==> src/rtl/pulse_cfg_pkg.sv <==
// Shared constants and types for the pulse
// parameter loader and the pulses top level.
package pulse_cfg_pkg;

  localparam logic [7:0] A_PERIOD    = 8'h01;
  localparam logic [7:0] A_P1WIDTH   = 8'h02;
  localparam logic [7:0] A_DELAY     = 8'h03;
  localparam logic [7:0] A_P2WIDTH   = 8'h04;
  localparam logic [7:0] A_PUMP      = 8'h05;
  localparam logic [7:0] A_BLOCK     = 8'h06;
  localparam logic [7:0] A_PBLOCK    = 8'h07;
  localparam logic [7:0] A_PBLOCK_OFF = 8'h08;
  localparam logic [7:0] A_CPMG      = 8'h09;
  localparam logic [7:0] A_PRE_ATT   = 8'h0A;
  localparam logic [7:0] A_POST_ATT  = 8'h0B;
  localparam logic [7:0] C_APPLY     = 8'h10;
  localparam logic [7:0] C_REVERT    = 8'h11;

  localparam logic [7:0] ACK = 8'h06;
  localparam logic [7:0] NAK = 8'h15;

  localparam logic [31:0] ST_PERIOD     = 32'd201000;
  localparam logic [31:0] ST_P1WIDTH    = 32'd30;
  localparam logic [31:0] ST_DELAY      = 32'd200;
  localparam logic [31:0] ST_P2WIDTH    = 32'd60;
  localparam logic        ST_PUMP       = 1'b1;
  localparam logic        ST_BLOCK      = 1'b1;
  localparam logic [7:0]  ST_PBLOCK     = 8'd50;
  localparam logic [15:0] ST_PBLOCK_OFF = 16'd100;
  localparam logic [7:0]  ST_CPMG       = 8'd5;
  localparam logic [6:0]  ST_PRE_ATT    = 7'h00;
  localparam logic [6:0]  ST_POST_ATT   = 7'h7F;

  typedef enum logic {
    S_IDLE,
    S_DATA
  } fa_state_e;

  typedef struct packed {
    logic [31:0] period;
    logic [31:0] p1width;
    logic [31:0] delay;
    logic [31:0] p2width;
    logic        pump;
    logic        block;
    logic [7:0]  pulse_block;
    logic [15:0] pulse_block_off;
    logic [7:0]  cpmg;
    logic [6:0]  pre_att;
    logic [6:0]  post_att;
  } cfg_t;

  localparam cfg_t CFG_DEFAULT = '{
    period:          ST_PERIOD,
    p1width:         ST_P1WIDTH,
    delay:           ST_DELAY,
    p2width:         ST_P2WIDTH,
    pump:            ST_PUMP,
    block:           ST_BLOCK,
    pulse_block:     ST_PBLOCK,
    pulse_block_off: ST_PBLOCK_OFF,
    cpmg:            ST_CPMG,
    pre_att:         ST_PRE_ATT,
    post_att:        ST_POST_ATT
  };

  // Data byte count of a field address; 0 means
  // the code is not a field.
  function automatic logic [2:0] field_len(
    input logic [7:0] a
  );
    logic [2:0] n;
    n = 3'd0;
    case (a)
      A_PERIOD, A_P1WIDTH,
      A_DELAY, A_P2WIDTH:   n = 3'd4;
      A_PBLOCK_OFF:         n = 3'd2;
      A_PUMP, A_BLOCK,
      A_PBLOCK, A_CPMG,
      A_PRE_ATT, A_POST_ATT: n = 3'd1;
      default:              n = 3'd0;
    endcase
    return n;
  endfunction

endpackage

==> src/rtl/pulse_param_loader_frame_assembler.sv <==
// Command framer: decodes codes, gathers little-endian
// data bytes and aborts stalled frames.
module frame_assembler
  import pulse_cfg_pkg::*;
#(
  parameter int unsigned TIMEOUT_CYCLES = 2000000
) (
  input  logic        clk_pll,
  input  logic        resetn,
  input  logic [7:0]  rx_byte,
  input  logic        rx_valid,
  output logic        wr_stb,
  output logic [7:0]  wr_addr,
  output logic [31:0] wr_value,
  output logic        apply_stb,
  output logic        revert_stb,
  output logic        err_stb
);

  localparam logic [31:0] TMO_LAST =
    32'(TIMEOUT_CYCLES - 1);

  fa_state_e   state_q, state_d;
  logic [7:0]  addr_q, addr_d;
  logic [1:0]  lm1_q, lm1_d;
  logic [1:0]  cnt_q, cnt_d;
  logic [31:0] asm_q, asm_d;
  logic [31:0] tmo_q, tmo_d;
  logic [2:0]  len;
  logic [1:0]  pos;

  // Frame state, byte position and idle-gap counter.
  always_ff @(posedge clk_pll) begin
    if (!resetn) begin
      state_q <= S_IDLE;
      addr_q  <= '0;
      lm1_q   <= '0;
      cnt_q   <= '0;
      asm_q   <= '0;
      tmo_q   <= '0;
    end else begin
      state_q <= state_d;
      addr_q  <= addr_d;
      lm1_q   <= lm1_d;
      cnt_q   <= cnt_d;
      asm_q   <= asm_d;
      tmo_q   <= tmo_d;
    end
  end

  // Decode, assemble, and emit strobes the same cycle.
  always_comb begin
    state_d    = state_q;
    addr_d     = addr_q;
    lm1_d      = lm1_q;
    cnt_d      = cnt_q;
    asm_d      = asm_q;
    wr_stb     = 1'b0;
    apply_stb  = 1'b0;
    revert_stb = 1'b0;
    err_stb    = 1'b0;
    wr_addr    = addr_q;
    wr_value   = asm_q;
    len        = field_len(rx_byte);
    pos        = lm1_q - cnt_q;

    if (rx_valid)
      tmo_d = '0;
    else if (state_q == S_DATA)
      tmo_d = tmo_q + 32'd1;
    else
      tmo_d = '0;

    unique case (state_q)
      S_IDLE: begin
        if (rx_valid) begin
          unique case (1'b1)
            (len != 3'd0): begin
              addr_d  = rx_byte;
              lm1_d   = 2'(len - 3'd1);
              cnt_d   = 2'(len - 3'd1);
              asm_d   = '0;
              state_d = S_DATA;
            end
            (rx_byte == C_APPLY):  apply_stb  = 1'b1;
            (rx_byte == C_REVERT): revert_stb = 1'b1;
            default:               err_stb    = 1'b1;
          endcase
        end
      end
      S_DATA: begin
        if (rx_valid) begin
          asm_d[{pos, 3'b000} +: 8] = rx_byte;
          if (cnt_q == 2'd0) begin
            wr_stb   = 1'b1;
            wr_value = asm_d;
            state_d  = S_IDLE;
          end else begin
            cnt_d = cnt_q - 2'd1;
          end
        end else if (tmo_q == TMO_LAST) begin
          err_stb = 1'b1;
          state_d = S_IDLE;
          tmo_d   = '0;
        end
      end
      default: state_d = S_IDLE;
    endcase
  end

endmodule

==> src/rtl/pulse_param_loader.sv <==
// Shadow/live pulse parameter bank with period-aligned
// commit and an ACK/NAK response register.
module pulse_param_loader
  import pulse_cfg_pkg::*;
#(
  parameter int unsigned TIMEOUT_CYCLES = 2000000
) (
  input  logic        clk_pll,
  input  logic        resetn,
  input  logic [7:0]  rx_byte,
  input  logic        rx_valid,
  input  logic        period_start,
  output logic [7:0]  tx_byte,
  output logic        tx_valid,
  input  logic        tx_ready,
  output logic [31:0] period,
  output logic [31:0] p1width,
  output logic [31:0] delay,
  output logic [31:0] p2width,
  output logic        pump,
  output logic        block,
  output logic [7:0]  pulse_block,
  output logic [15:0] pulse_block_off,
  output logic [7:0]  cpmg,
  output logic [6:0]  pre_att,
  output logic [6:0]  post_att,
  output logic        pending,
  output logic        update_done,
  output logic        overrun
);

  logic        wr_stb;
  logic [7:0]  wr_addr;
  logic [31:0] wr_value;
  logic        apply_stb;
  logic        revert_stb;
  logic        err_stb;

  cfg_t        shadow_q, shadow_d;
  cfg_t        live_q, live_d;
  logic        pending_q, pending_d;
  logic        upd_q, upd_d;
  logic        tx_valid_q, tx_valid_d;
  logic [7:0]  tx_byte_q, tx_byte_d;
  logic        overrun_q, overrun_d;
  logic        commit;
  logic        resp_vld;
  logic [7:0]  resp_byte;

  frame_assembler #(
    .TIMEOUT_CYCLES(TIMEOUT_CYCLES)
  ) u_fa (
    .clk_pll    (clk_pll),
    .resetn     (resetn),
    .rx_byte    (rx_byte),
    .rx_valid   (rx_valid),
    .wr_stb     (wr_stb),
    .wr_addr    (wr_addr),
    .wr_value   (wr_value),
    .apply_stb  (apply_stb),
    .revert_stb (revert_stb),
    .err_stb    (err_stb)
  );

  // Register bank, commit flags and response register.
  always_ff @(posedge clk_pll) begin
    if (!resetn) begin
      shadow_q   <= CFG_DEFAULT;
      live_q     <= CFG_DEFAULT;
      pending_q  <= 1'b0;
      upd_q      <= 1'b0;
      tx_valid_q <= 1'b0;
      tx_byte_q  <= 8'h00;
      overrun_q  <= 1'b0;
    end else begin
      shadow_q   <= shadow_d;
      live_q     <= live_d;
      pending_q  <= pending_d;
      upd_q      <= upd_d;
      tx_valid_q <= tx_valid_d;
      tx_byte_q  <= tx_byte_d;
      overrun_q  <= overrun_d;
    end
  end

  // Commit uses pre-write shadow; commands that cycle
  // defer it to the next strobe.
  always_comb begin
    shadow_d   = shadow_q;
    live_d     = live_q;
    pending_d  = pending_q;
    upd_d      = 1'b0;
    tx_valid_d = tx_valid_q;
    tx_byte_d  = tx_byte_q;
    overrun_d  = overrun_q;
    resp_vld   = 1'b0;
    resp_byte  = ACK;
    commit     = period_start && pending_q &&
                 !apply_stb && !revert_stb;

    if (commit) begin
      live_d    = shadow_q;
      pending_d = 1'b0;
      upd_d     = 1'b1;
    end

    if (wr_stb) begin
      resp_vld = 1'b1;
      unique case (wr_addr)
        A_PERIOD:  shadow_d.period  = wr_value;
        A_P1WIDTH: shadow_d.p1width = wr_value;
        A_DELAY:   shadow_d.delay   = wr_value;
        A_P2WIDTH: shadow_d.p2width = wr_value;
        A_PUMP:    shadow_d.pump    = wr_value[0];
        A_BLOCK:   shadow_d.block   = wr_value[0];
        A_PBLOCK:
          shadow_d.pulse_block = wr_value[7:0];
        A_PBLOCK_OFF:
          shadow_d.pulse_block_off = wr_value[15:0];
        A_CPMG:    shadow_d.cpmg    = wr_value[7:0];
        A_PRE_ATT:
          shadow_d.pre_att = wr_value[6:0];
        A_POST_ATT:
          shadow_d.post_att = wr_value[6:0];
        default: ;
      endcase
    end

    if (apply_stb) begin
      resp_vld = 1'b1;
      if (shadow_q.period == 32'd0)
        resp_byte = NAK;
      else
        pending_d = 1'b1;
    end

    if (revert_stb) begin
      resp_vld  = 1'b1;
      shadow_d  = live_q;
      pending_d = 1'b0;
    end

    if (err_stb) begin
      resp_vld  = 1'b1;
      resp_byte = NAK;
    end

    if (tx_valid_q && tx_ready)
      tx_valid_d = 1'b0;

    if (resp_vld) begin
      if (!tx_valid_q || tx_ready) begin
        tx_byte_d  = resp_byte;
        tx_valid_d = 1'b1;
      end else begin
        overrun_d = 1'b1;
      end
    end
  end

  assign tx_byte         = tx_byte_q;
  assign tx_valid        = tx_valid_q;
  assign period          = live_q.period;
  assign p1width         = live_q.p1width;
  assign delay           = live_q.delay;
  assign p2width         = live_q.p2width;
  assign pump            = live_q.pump;
  assign block           = live_q.block;
  assign pulse_block     = live_q.pulse_block;
  assign pulse_block_off = live_q.pulse_block_off;
  assign cpmg            = live_q.cpmg;
  assign pre_att         = live_q.pre_att;
  assign post_att        = live_q.post_att;
  assign pending         = pending_q;
  assign update_done     = upd_q;
  assign overrun         = overrun_q;

endmodule

==> config.mk <==
export PLATFORM = sky130hd
export DESIGN_NAME = pulse_param_loader
export DESIGN_NICKNAME = d
export VERILOG_FILES = /design/src/rtl/pulse_cfg_pkg.sv /design/src/rtl/pulse_param_loader_frame_assembler.sv /design/src/rtl/pulse_param_loader.sv
export SDC_FILE = /design/constraint.sdc
export NUM_CORES = 1
export LEC_CHECK = 0
export ABC_CLOCK_PERIOD_IN_PS = 5000
export CAP_MARGIN = 20
export CORE_UTILIZATION = 30
export DETAILED_ROUTE_END_ITERATION = 8
export PLACE_DENSITY = 0.52
export SLEW_MARGIN = 20
export SYNTH_ARGS = -nofsm -noshare
export SYNTH_HDL_FRONTEND = slang
export SYNTH_SLANG_ARGS = --single-unit
==> constraint.sdc <==
create_clock -name clk_pll -period 5 [get_ports clk_pll]
set_input_delay 0.5 -clock clk_pll [delete_from_list [all_inputs] [get_ports clk_pll]]
set_output_delay 0.5 -clock clk_pll [all_outputs]
set_load 0.02 [all_outputs]
==> reports/qor.yml <==
seqPwrFrac: 0.463
p_clk_frac: 0.510
fin_util: 0.3781
antenna_left: 0
synthTopCellsByCount: "dfxtp_1, nand2_1, nand3_1"
yosys.area.top_type: "dfxtp_1"
dieArea_um2: 59660
crit_start: "u_fa.lm1_q[0]$_SDFFE_PN0P_"
synth_top_area_share: 0.4958
path_clk_slew_ps: 60
cp_slowest_cell: "nor3b_2"
grtUsageTotal: 0.1998
max_clock_freq_mhz: 295.6
worstRegToRegCells: 9
ys_warn_count: 0
cap_violations: 0
cts_root_buffer: "clkbuf_16"
report.final.slew_viol_count: 0
irDropWorstVdd_uv: 218.2
power.internal_w: 0.005886
hp-start: "resetn"
syn-cell-area_um2: 17610
clk_path_buf_depth: 3
drc: 0
rows: 88
finClkSkew_ps: 21.03
worstMarginPinSlew_ps: 1084
crit_chain: "inv_1 > ha_1 > inv_1 > ha_1 > nor3b_2 > a32oi_1 > or2_2 > o2bb2a_1 > a21oi_1"
power_switching_w: 0.001635
fillCellCount: 5846
grt_overflow: 0
setup_viol: 0
cp_top_family: "simple AND/OR/NAND/NOR gates"
post_cts_resized: 0
vias_per_cell: 5.323
worst-path-stages: 9
relSlewSlack: 0.2718
timing.final.ws_setup_ps: 1617
min_period_ps: 3383
synthFlopType: "dfxtp_1"
ys_ff_latch: 436
status: "finished clean"
pwr-share-comb: 0.027
drive_gt1_frac: 0.06956
core_um2: 57810
vias: 16090
antenna_found_initial: 0
worstSkewPairLatency_ps: 590
hold_class: "in2reg"
grt_pass1_vias: 14990
die_h_um: 244.3
start_kind: "flop"
drtIter0Drc: 1307
cts_setup_buffers: 0
rr_startpoint: "u_fa.lm1_q[0]$_SDFFE_PN0P_"
final_area_um2: 21850
hold_depth: 2
setup_tns_ps: 0
crit_buf_inv: 2
synth_area_per_cell_um2: 8.308
die-width_um: 244.3
nets: 2241
start_util: 0.3046
cts_hold_buffers: 0
grt_setup_unrepaired: "no"
cts_buffers: 48
drt_wl_total_um: 61530
crit_fanout: 21
seq_area_frac_synth: 0.4958
htree_levels: 2
worst_ep_required_time_ps: 5510
crit_type: "reg2reg"
power.leakage_nw: 7.246
cpPeakStageDelay_ps: 640
grt_max_degree: 170
cts_tree: "built"
synth_async_sr_flop_share: 0
power_density_nw_per_um2: 344.2
place_ws_ps: 1199
worst_ep_arrival_time_ps: 3890
synthTopCellsByArea: "dfxtp_1, nand2_1, nand3_1"
portBuffers: 196
hold_violations: 0
first_pass_iters: 5
synth_edf_count: 0
io_pins: 201
swShare: 0.2174
end_kind: "flop"
dp_hpwl_um: 38360
wl_per_cell_um: 20.35
syn2layout_area_growth_pct: 24.13
grt_pass1_wl_um: 92840
cts_sinks: 436
placed_cell_area_um2: 20140
syn_inst: 2119
yosysMostFrequentCell: "dfxtp_1"
synth.distinct_cells: 67
place_congestion: 0.7929
final.period_utilization: 0.6766
rrSetupSlack_ps: 1620
logic make-up (layout without fill, tap and decap cells):
group / count (synthesis) / after routing / share of synthesized area
AO/OA/AOI/OAI: 534 / 534 / 0.2013
XOR/XNOR: 34 / 34 / 0.01691
adder cells (fa/ha/maj): 7 / 7 / 0.004975
buffers and inverters: 202 / 337 / 0.04762
flip-flops: 436 / 436 / 0.4958
multiplexers: 7 / 7 / 0.003980
other: 1 / 5 / 0.0002130
AND/OR/NAND/NOR: 898 / 898 / 0.2293
power groups by stage:
| stage | logic, W | clock network [W] | registers [W] |
|---|---|---|---|
| after floorplan | 0.000127 | 0 | 0.00356 |
| after global placement | 0.000200 | 0 | 0.00356 |
| after detailed placement | 0.000201 | 0 | 0.00356 |
| after CTS | 0.000202 | 0.00391 | 0.00349 |
| after global routing | 0.000217 | 0.00406 | 0.00348 |
| final | 0.000202 | 0.00383 | 0.00349 |
worst paths after layout:
| path | to |
|---|---|
| hold / removal | p1width[1]$_SDFFE_PN1P_ |
| hold reg to reg | p1width[5]$_SDFFE_PN0P_ |
| setup / recovery | shadow_q[170]$_SDFFE_PN0P_ |
| setup reg to reg | shadow_q[170]$_SDFFE_PN0P_ |
cells in the final DEF, fill, tap and decap left out, drive strengths merged, types with 14 or more instances in the layout:
cell type | synthesis | layout
o211ai | 63 | 63
clkdlybuf4s50 | 0 | 195
nand4 | 21 | 21
buf | 68 | 33
nor2 | 147 | 147
a211oi | 23 | 23
o31ai | 35 | 35
xnor2 | 19 | 19
a21oi | 202 | 202
xor2 | 15 | 15
nand2 | 430 | 430
nor2b | 14 | 14
o21ai | 61 | 61
o221ai | 19 | 19
a22o | 24 | 24
nand3 | 205 | 205
dfxtp | 436 | 436
a31o | 21 | 21
inv | 21 | 22
nor4 | 27 | 27
a211o | 17 | 17
clkbuf | 112 | 72
cell type report:
| type | instances | area [µm²] | area share |
|---|---|---|---|
| clock inverter | 15 | 261.5 | 0.01197 |
| inverter | 22 | 87.58 | 0.004008 |
| sequential | 436 | 8728 | 0.3994 |
| timing repair buffer | 229 | 2267 | 0.1037 |
| multi-input combinational | 1484 | 8100 | 0.3706 |
| antenna | 1 | 2.502 | 0.0001145 |
| tap | 765 | 957.2 | 0.04380 |
| clock buffer | 71 | 1450 | 0.06635 |
per-stage QoR:
stage	total power, W	hold WS, ps	cells
4_1_cts	0.007599	411.0	3022
6_report	0.007522	423.0	3023
5_1_grt	0.007761	447.8	3022
3_3_place_gp	0.003762	434.6	2935
2_1_floorplan	0.003691	428.8	2122
3_5_place_dp	0.003764	442.9	2936
state kept, by name, summed over array words and instances (netlist names), 3 cells and up:
| name | cells |
|---|---|
| tx_byte | 3 |
| pulse_block_off | 16 |
| post_att | 7 |
| u_fa.asm_q | 32 |
| u_fa.tmo_q | 32 |
| pre_att | 7 |
| p2width | 32 |
| period | 32 |
| p1width | 32 |
| shadow_q | 176 |
| u_fa.wr_addr | 8 |
| delay | 32 |
| cpmg | 8 |
| pulse_block | 8 |
layer usage:
layer | part of all wire | wire length (µm) | GRT usage | vias to the layer above
met5 | 0 | 0 | 0 | -
met2 | 0.45 | 27450 | 0.3076 | 485
li1 | - | - | - | 7688
met1 | 0.46 | 28520 | 0.2774 | 7841
met4 | 0.021 | 1322 | 0.05735 | 0
met3 | 0.069 | 4236 | 0.04532 | 76
Power figures use the tool's default switching activity.
